### src/rtl/lampfpu_fma_sched.sv
// lampfpu_fma_sched: shares one fixed-latency lampFPU FMA datapath between N_REQ requesters.
// Round-robin issue, tag tracking through the datapath latency, and a credit-guarded
// first-word-fall-through result FIFO, so the datapath never needs backpressure.
// Optional build macro LAMPFPU_FMA_SCHED_PRIO_EN gives requester 0 absolute priority.
module lampfpu_fma_sched #(
    parameter int N_REQ     = 4,
    parameter int OP_W      = 64,
    parameter int RES_W     = 40,
    parameter int FMA_LAT   = 2,
    parameter int RES_DEPTH = 4,
    parameter int TAG_W     = $clog2(N_REQ)
) (
    input  logic                    clk,
    input  logic                    rst,
    input  logic [N_REQ-1:0]        req_valid_i,
    input  logic [N_REQ*OP_W-1:0]   req_op_i,
    output logic [N_REQ-1:0]        req_ready_o,
    input  logic                    flush_i,
    output logic                    flush_done_o,
    output logic                    fma_issue_o,
    output logic [OP_W-1:0]         fma_op_o,
    input  logic                    fma_valid_i,
    input  logic [RES_W-1:0]        fma_res_i,
    output logic                    resp_valid_o,
    output logic [TAG_W-1:0]        resp_tag_o,
    output logic [RES_W-1:0]        resp_data_o,
    input  logic                    resp_ready_i,
    output logic                    err_o
);

    localparam int CW = $clog2(RES_DEPTH + 1);
    localparam int PW = (RES_DEPTH > 1) ? $clog2(RES_DEPTH) : 1;
    localparam logic [CW-1:0] FULL_CREDITS = CW'(RES_DEPTH);
    localparam logic [PW-1:0] LAST_SLOT    = PW'(RES_DEPTH - 1);
`ifdef LAMPFPU_FMA_SCHED_PRIO_EN
    localparam logic [TAG_W-1:0] PTR_RESET = TAG_W'(1);
`else
    localparam logic [TAG_W-1:0] PTR_RESET = '0;
`endif

    typedef enum logic [1:0] {IDLE, BUSY, DRAIN} state_e;

    state_e                  state_q;
    logic [CW-1:0]           credits_q, credits_d;
    logic [TAG_W-1:0]        rrPtr_q, rrPtr_d;
    logic [TAG_W-1:0]        winner, scanIdx;
    logic                    found, issue;
    logic [OP_W-1:0]         issueOp, opHold_q;
    logic                    pipeValid_q [FMA_LAT];
    logic [TAG_W-1:0]        pipeTag_q   [FMA_LAT];
    logic [TAG_W+RES_W-1:0]  fifoMem_q   [RES_DEPTH];
    logic [TAG_W+RES_W-1:0]  headEntry;
    logic [PW-1:0]           wrPtr_q, rdPtr_q;
    logic [CW-1:0]           count_q;
    logic                    finalValid, push, pop, lost, emptyNext;
    logic                    flushDone_q, err_q;

    // Arbiter: first valid requester at or after the pointer, scanning upward with wrap.
    always_comb begin
        winner  = '0;
        scanIdx = '0;
        found   = 1'b0;
        rrPtr_d = rrPtr_q;
`ifdef LAMPFPU_FMA_SCHED_PRIO_EN
        if (req_valid_i[0]) begin
            found = 1'b1;
        end else begin
            for (int i = 0; i < N_REQ - 1; i++) begin
                scanIdx = TAG_W'(1 + ((int'(rrPtr_q) - 1 + i) % (N_REQ - 1)));
                if (!found && req_valid_i[scanIdx]) begin
                    found  = 1'b1;
                    winner = scanIdx;
                end
            end
        end
        if (found && winner != '0) begin
            rrPtr_d = (winner == TAG_W'(N_REQ - 1)) ? TAG_W'(1) : winner + 1'b1;
        end
`else
        for (int i = 0; i < N_REQ; i++) begin
            scanIdx = TAG_W'((int'(rrPtr_q) + i) % N_REQ);
            if (!found && req_valid_i[scanIdx]) begin
                found  = 1'b1;
                winner = scanIdx;
            end
        end
        if (found) begin
            rrPtr_d = (winner == TAG_W'(N_REQ - 1)) ? '0 : winner + 1'b1;
        end
`endif
    end

    // Flush stops issue immediately, and credits guarantee a FIFO slot for every op issued.
    assign issue   = (state_q != DRAIN) && !flush_i && (credits_q != '0) && found;
    assign issueOp = req_op_i[winner*OP_W +: OP_W];

    // One-hot grant to the winner only in a cycle that really issues.
    always_comb begin
        req_ready_o = '0;
        for (int k = 0; k < N_REQ; k++) begin
            req_ready_o[k] = issue && (winner == TAG_W'(k));
        end
    end

    assign fma_issue_o = issue;
    assign fma_op_o    = issue ? issueOp : opHold_q;

    // Result pairing: a datapath result is only accepted when the oldest tag is due.
    assign finalValid = pipeValid_q[FMA_LAT-1];
    assign push       = fma_valid_i && finalValid;
    assign lost       = finalValid && !fma_valid_i;
    assign pop        = resp_valid_o && resp_ready_i;
    assign credits_d  = credits_q + CW'(pop) + CW'(lost) - CW'(issue);
    assign emptyNext  = (credits_d == FULL_CREDITS);

    // Tag pipe mirrors the datapath latency so each result can be re-paired with its requester.
    always_ff @(posedge clk or negedge rst) begin
        if (!rst) begin
            for (int s = 0; s < FMA_LAT; s++) begin
                pipeValid_q[s] <= 1'b0;
                pipeTag_q[s]   <= '0;
            end
        end else begin
            pipeValid_q[0] <= issue;
            pipeTag_q[0]   <= winner;
            for (int s = 1; s < FMA_LAT; s++) begin
                pipeValid_q[s] <= pipeValid_q[s-1];
                pipeTag_q[s]   <= pipeTag_q[s-1];
            end
        end
    end

    // Result FIFO; push and pop together are safe at any occupancy thanks to the credits.
    always_ff @(posedge clk or negedge rst) begin
        if (!rst) begin
            for (int e = 0; e < RES_DEPTH; e++) begin
                fifoMem_q[e] <= '0;
            end
            wrPtr_q <= '0;
            rdPtr_q <= '0;
            count_q <= '0;
        end else begin
            if (push) begin
                fifoMem_q[wrPtr_q] <= {pipeTag_q[FMA_LAT-1], fma_res_i};
                wrPtr_q            <= (wrPtr_q == LAST_SLOT) ? '0 : wrPtr_q + 1'b1;
            end
            if (pop) begin
                rdPtr_q <= (rdPtr_q == LAST_SLOT) ? '0 : rdPtr_q + 1'b1;
            end
            count_q <= count_q + CW'(push) - CW'(pop);
        end
    end

    assign headEntry    = fifoMem_q[rdPtr_q];
    assign resp_valid_o = (count_q != '0);
    assign resp_tag_o   = headEntry[TAG_W+RES_W-1:RES_W];
    assign resp_data_o  = headEntry[RES_W-1:0];

    // Control FSM with credits, pointer, held operand, flush-done pulse and sticky error.
    always_ff @(posedge clk or negedge rst) begin
        if (!rst) begin
            state_q     <= IDLE;
            credits_q   <= FULL_CREDITS;
            rrPtr_q     <= PTR_RESET;
            opHold_q    <= '0;
            flushDone_q <= 1'b0;
            err_q       <= 1'b0;
        end else begin
            credits_q   <= credits_d;
            flushDone_q <= 1'b0;
            if (issue) begin
                rrPtr_q  <= rrPtr_d;
                opHold_q <= issueOp;
            end
            if (fma_valid_i != finalValid) begin
                err_q <= 1'b1;
            end
            if (state_q == DRAIN || flush_i) begin
                if (emptyNext) begin
                    flushDone_q <= 1'b1;
                    state_q     <= IDLE;
                end else begin
                    state_q     <= DRAIN;
                end
            end else begin
                state_q <= emptyNext ? IDLE : BUSY;
            end
        end
    end

    assign flush_done_o = flushDone_q;
    assign err_o        = err_q;

endmodule

### config.mk
export PLATFORM = sky130hd
export DESIGN_NAME = lampfpu_fma_sched
export DESIGN_NICKNAME = d
export VERILOG_FILES = /design/src/rtl/lampfpu_fma_sched.sv
export SDC_FILE = /design/constraint.sdc
export NUM_CORES = 1
export LEC_CHECK = 0
export CAP_MARGIN = 20
export CORE_AREA = 2 2 163 165
export CTS_BUF_LIST = sky130_fd_sc_hd__clkbuf_4 sky130_fd_sc_hd__clkbuf_8
export DETAILED_ROUTE_END_ITERATION = 12
export DIE_AREA = 0 0 165 167
export PLACE_DENSITY = 0.83
export SLEW_MARGIN = 30
export SYNTH_ARGS = -nofsm -noshare
export SYNTH_HDL_FRONTEND = slang
export SYNTH_SLANG_ARGS = --single-unit
export TNS_END_PERCENT = 20
### constraint.sdc
create_clock -name clk -period 5.7 [get_ports clk]
set_input_delay 1.14 -clock clk [delete_from_list [all_inputs] [get_ports clk]]
set_output_delay 1.14 -clock clk [all_outputs]
set_load 0.01 [all_outputs]
==> results of run 1 <==
==> kinds of logic after synthesis <==
logic type,after synthesis,synth area share (%)
flops,254,51.8
buf+inv,79,3.66
simple gates,97,3.33
mux,339,33.7
xor+xnor,4,0.286
compound gates,76,5.28
fa+ha+maj,17,1.92
==> area by class of cell <==
class                      instances  area [um^2]  share of cell area [%]
antenna                           10         25.0                   0.141
clock buffer                      70          882                    4.99
clock inverter                    10         62.6                   0.354
inverter                          17         63.8                   0.361
multi-input combinational        533         5470                    30.9
sequential                       254         6360                    36.0
tap                              335          419                    2.37
timing repair buffer             439         4400                    24.9
==> Yosys cell counts (2+ instances only) <==
cell type / instances / area share [%]
nor2b_1: 2 / 0.10
nand2b_1: 3 / 0.15
buf_1: 17 / 0.52
o21ai_0: 4 / 0.16
a21o_1: 2 / 0.12
buf_2: 14 / 0.57
nand2_1: 74 / 2.3
mux2_2: 169 / 16
or3_1: 2 / 0.10
fa_1: 3 / 0.49
inv_1: 17 / 0.52
nor3_1: 3 / 0.12
o221ai_1: 64 / 4.6
and3_1: 4 / 0.20
xnor2_1: 4 / 0.29
clkbuf_1: 12 / 0.37
nor2_1: 5 / 0.15
mux4_2: 42 / 7.7
mux2i_1: 128 / 10
buf_6: 17 / 1.6
dfrtp_1: 253 / 52
ha_1: 14 / 1.4
a21oi_1: 3 / 0.12
==> power groups by stage <==
stage	registers, W	logic (W)	clock network (W)
after CTS	0.00317	0.00449	0.00180
after global routing	0.00327	0.00478	0.00188
after global placement	0.00313	0.00437	0
after detailed placement	0.00319	0.00446	0
after floorplan	0.00295	0.00266	0
final	0.00317	0.00447	0.00176
==> flip-flops by register name, indices dropped and copies added (netlist names), 3 cells and up <==
signal     count
credits_q      3
count_q        3
pipeTag_q      4
opHold_q      64
fifoMem_q    168
==> per-stage QoR <==
stage               hold WS [ps]  std cells
floorplan                    331        866
global route                 359       1666
global placement             333       1577
finish                       347       1668
CTS                          349       1658
detailed placement           335       1578
==> critical path, stage by stage <==
cell and delay, ps:
clkdlybuf4s50_1 520, inv_1 80, a311oi_1 290, and2_4 450
buf_4 450, mux2i_1 140, o221ai_1 270, clkdlybuf4s50_1 600
==> layer usage <==
layer | track usage (%) | vias up
met5 | 0 | -
met4 | 11.1 | 6
met3 | 10.5 | 95
met2 | 45.2 | 422
met1 | 36.1 | 4670
li1 | - | 4102
==> path summary, 6_finish.rpt <==
check                      slack (ps)            end  depth (start not counted)
max                               600    fma_op_o[0]                          8
min in group asynchronous         540  fifoMem_q[29]                          1
max in group asynchronous        3790  fifoMem_q[49]                          3
min                               350   pipeTag_q[1]                          0
min reg2reg                       350   pipeTag_q[1]                          0
max reg2reg                      2890     state_q[1]                         11
==> summary.md, run 1 <==
| Metric | Value |
|---|---|
| Pre-CTS setup slack | about 630 ps |
| Commonest cells after routing, fill and taps aside | clkdlybuf4s50_1, dfrtp_1, mux2_2 |
| Synthesized instance count | 866 |
| Fillers | 1879 |
| Vias in the first global route | 10000 |
| Final hold violations | 0 |
| Type of the worst setup path | in2out |
| DP Area | ~0.017 mm^2 |
| Leak | just under 8 nW |
| Clk Latency, worst-skew pair | roughly 560 ps |
| Maxcap violations | 0 |
| Met3 WL | 4.00 mm |
| Fraction of layout cells with a size suffix above 1 | between 20 and 25% |
| Mean Syn Cell Area | approximately 14 um^2 |
| Longest Clk Path Bufs | 3 |
| Cts repair resizes | 0 |
| Skew final | approximately 22 ps |
| Port Buf Inserts | roughly 420 |
| FF+latch count, synth | about 250 |
| Met1 wire length | roughly 16 mm |
| Clk pin slew, worst setup/hold paths | around 60 ps |
| Largest net degree at the start of global routing | 70 |
| Seq/Total Area, Yosys | between 50% and 60% |
| Top Metal Used | met5 |
| DP HPWL | 29.3 mm |
| Drt total wl | 40.0 mm |
| DRT antenna net count | 0 |
| Die ar. | 0.0276 mm^2 |
| Max-Slew Margin vs Limit | a little under half |
| Crit end category | output port |
| Worst-Margin Slew | between 700 and 800 ps |
| Commonest non-fill, non-tap cell in the layout | clkdlybuf4s50_1 |
| Hold path start | pipeTag_q[3] |
| Pins Over Slew Limit | 0 |
| VDD IR max | around 0.00034 V |
| Total GRT Usage | between 20% and 30% |
| Synth-to-layout area growth | 44.3% |
| Req. time, crit path | 4560 ps |
| Startpoint of the worst register-to-register path | credits_q[2] |
| Fraction of registers with async set/reset | 100% |
| Worst EP arrival | between 3000 and 4000 ps |
| Net Sw Frac | about a third |
| Worst Slack Setup Final | approximately 600 ps |
| Metal2 WL | roughly 19 mm |
| H-Tree Depth | 2 |
| Clk root buf | clkbuf_8 |
| Total core area | ~0.026 mm^2 |
| Net Count, Synth | 1188 |
| Setup-failing EPs final | 0 |
| DRC viols | 0 |
| CTS Buf Count | 44 |
| I/O pins | roughly 420 |
| Max Clk Rate | about 0.2 GHz |
| Post-synth top flop | dfrtp_1 |
| Synthesized area | 0.0123 mm^2 |
| Setup Total Neg Slack | 0 ps |
| Combinational power share | 47.6% |
| Die H | around 170 um |
| Count of cell types in the netlist | 33 |
| Vias | 9295 |
| PD cells | between 500 and 600 mW/mm^2 |
| Post-synth EDFFs | 0 |
| Num Clock Sinks | approximately 250 |
| Fin crit period | about 5100 ps |
| Worst min-delay path category | reg2reg |
| Rows | 59 |
| Critical path origin | req_valid_i[3] |
| PnR Total Power | approximately 0.0094 W |
| Routed len/inst | between 20 and 25 um |
| CP Max Fanout | 23 |
| Synth warn | 0 |
| Int Pwr | around 0.0063 W |
| Post-CTS setup buffer count | 0 |
| 1st-iter DRT viols | ~690 |
| Clock power frac | 18.7% |
| Final worst-path cycle share | slightly below 90% |
| Initial antenna violation count | 15 |
| Post-CTS Hold Buffers | 0 |
| Total gr overflow | 0 |
| Final instance area | around 0.018 mm^2 |
| Vias per cell | 5.57 |
| Status | finished, final reports clean |
| Chip width | about 170 um |
| Flop pwr share | 33.7% |
| CTS tree | built |
| Layout net count | approximately 1600 |
| Gpl congestion | between 0.9 and 1 |
| RSZ-0062 raised after global routing | no |
| DRT Pass-1 Iters | 4 |
| Post-layout util | a little under 70% |
| Startpoint Class | input pin |
| First-pass GRT wire length | a little under 60 mm |
| Net Switching | about 0.0031 W |
| Initial Utilization | between 40% and 50% |
(Power assumes the default switching activity.)
==> run 2, diff against run 1 <==
- ABC_CLOCK_PERIOD_IN_PS: unset -> 5700
==> results of run 2 <==
The final DEF is identical to that of run 1; final timing and power are the same.
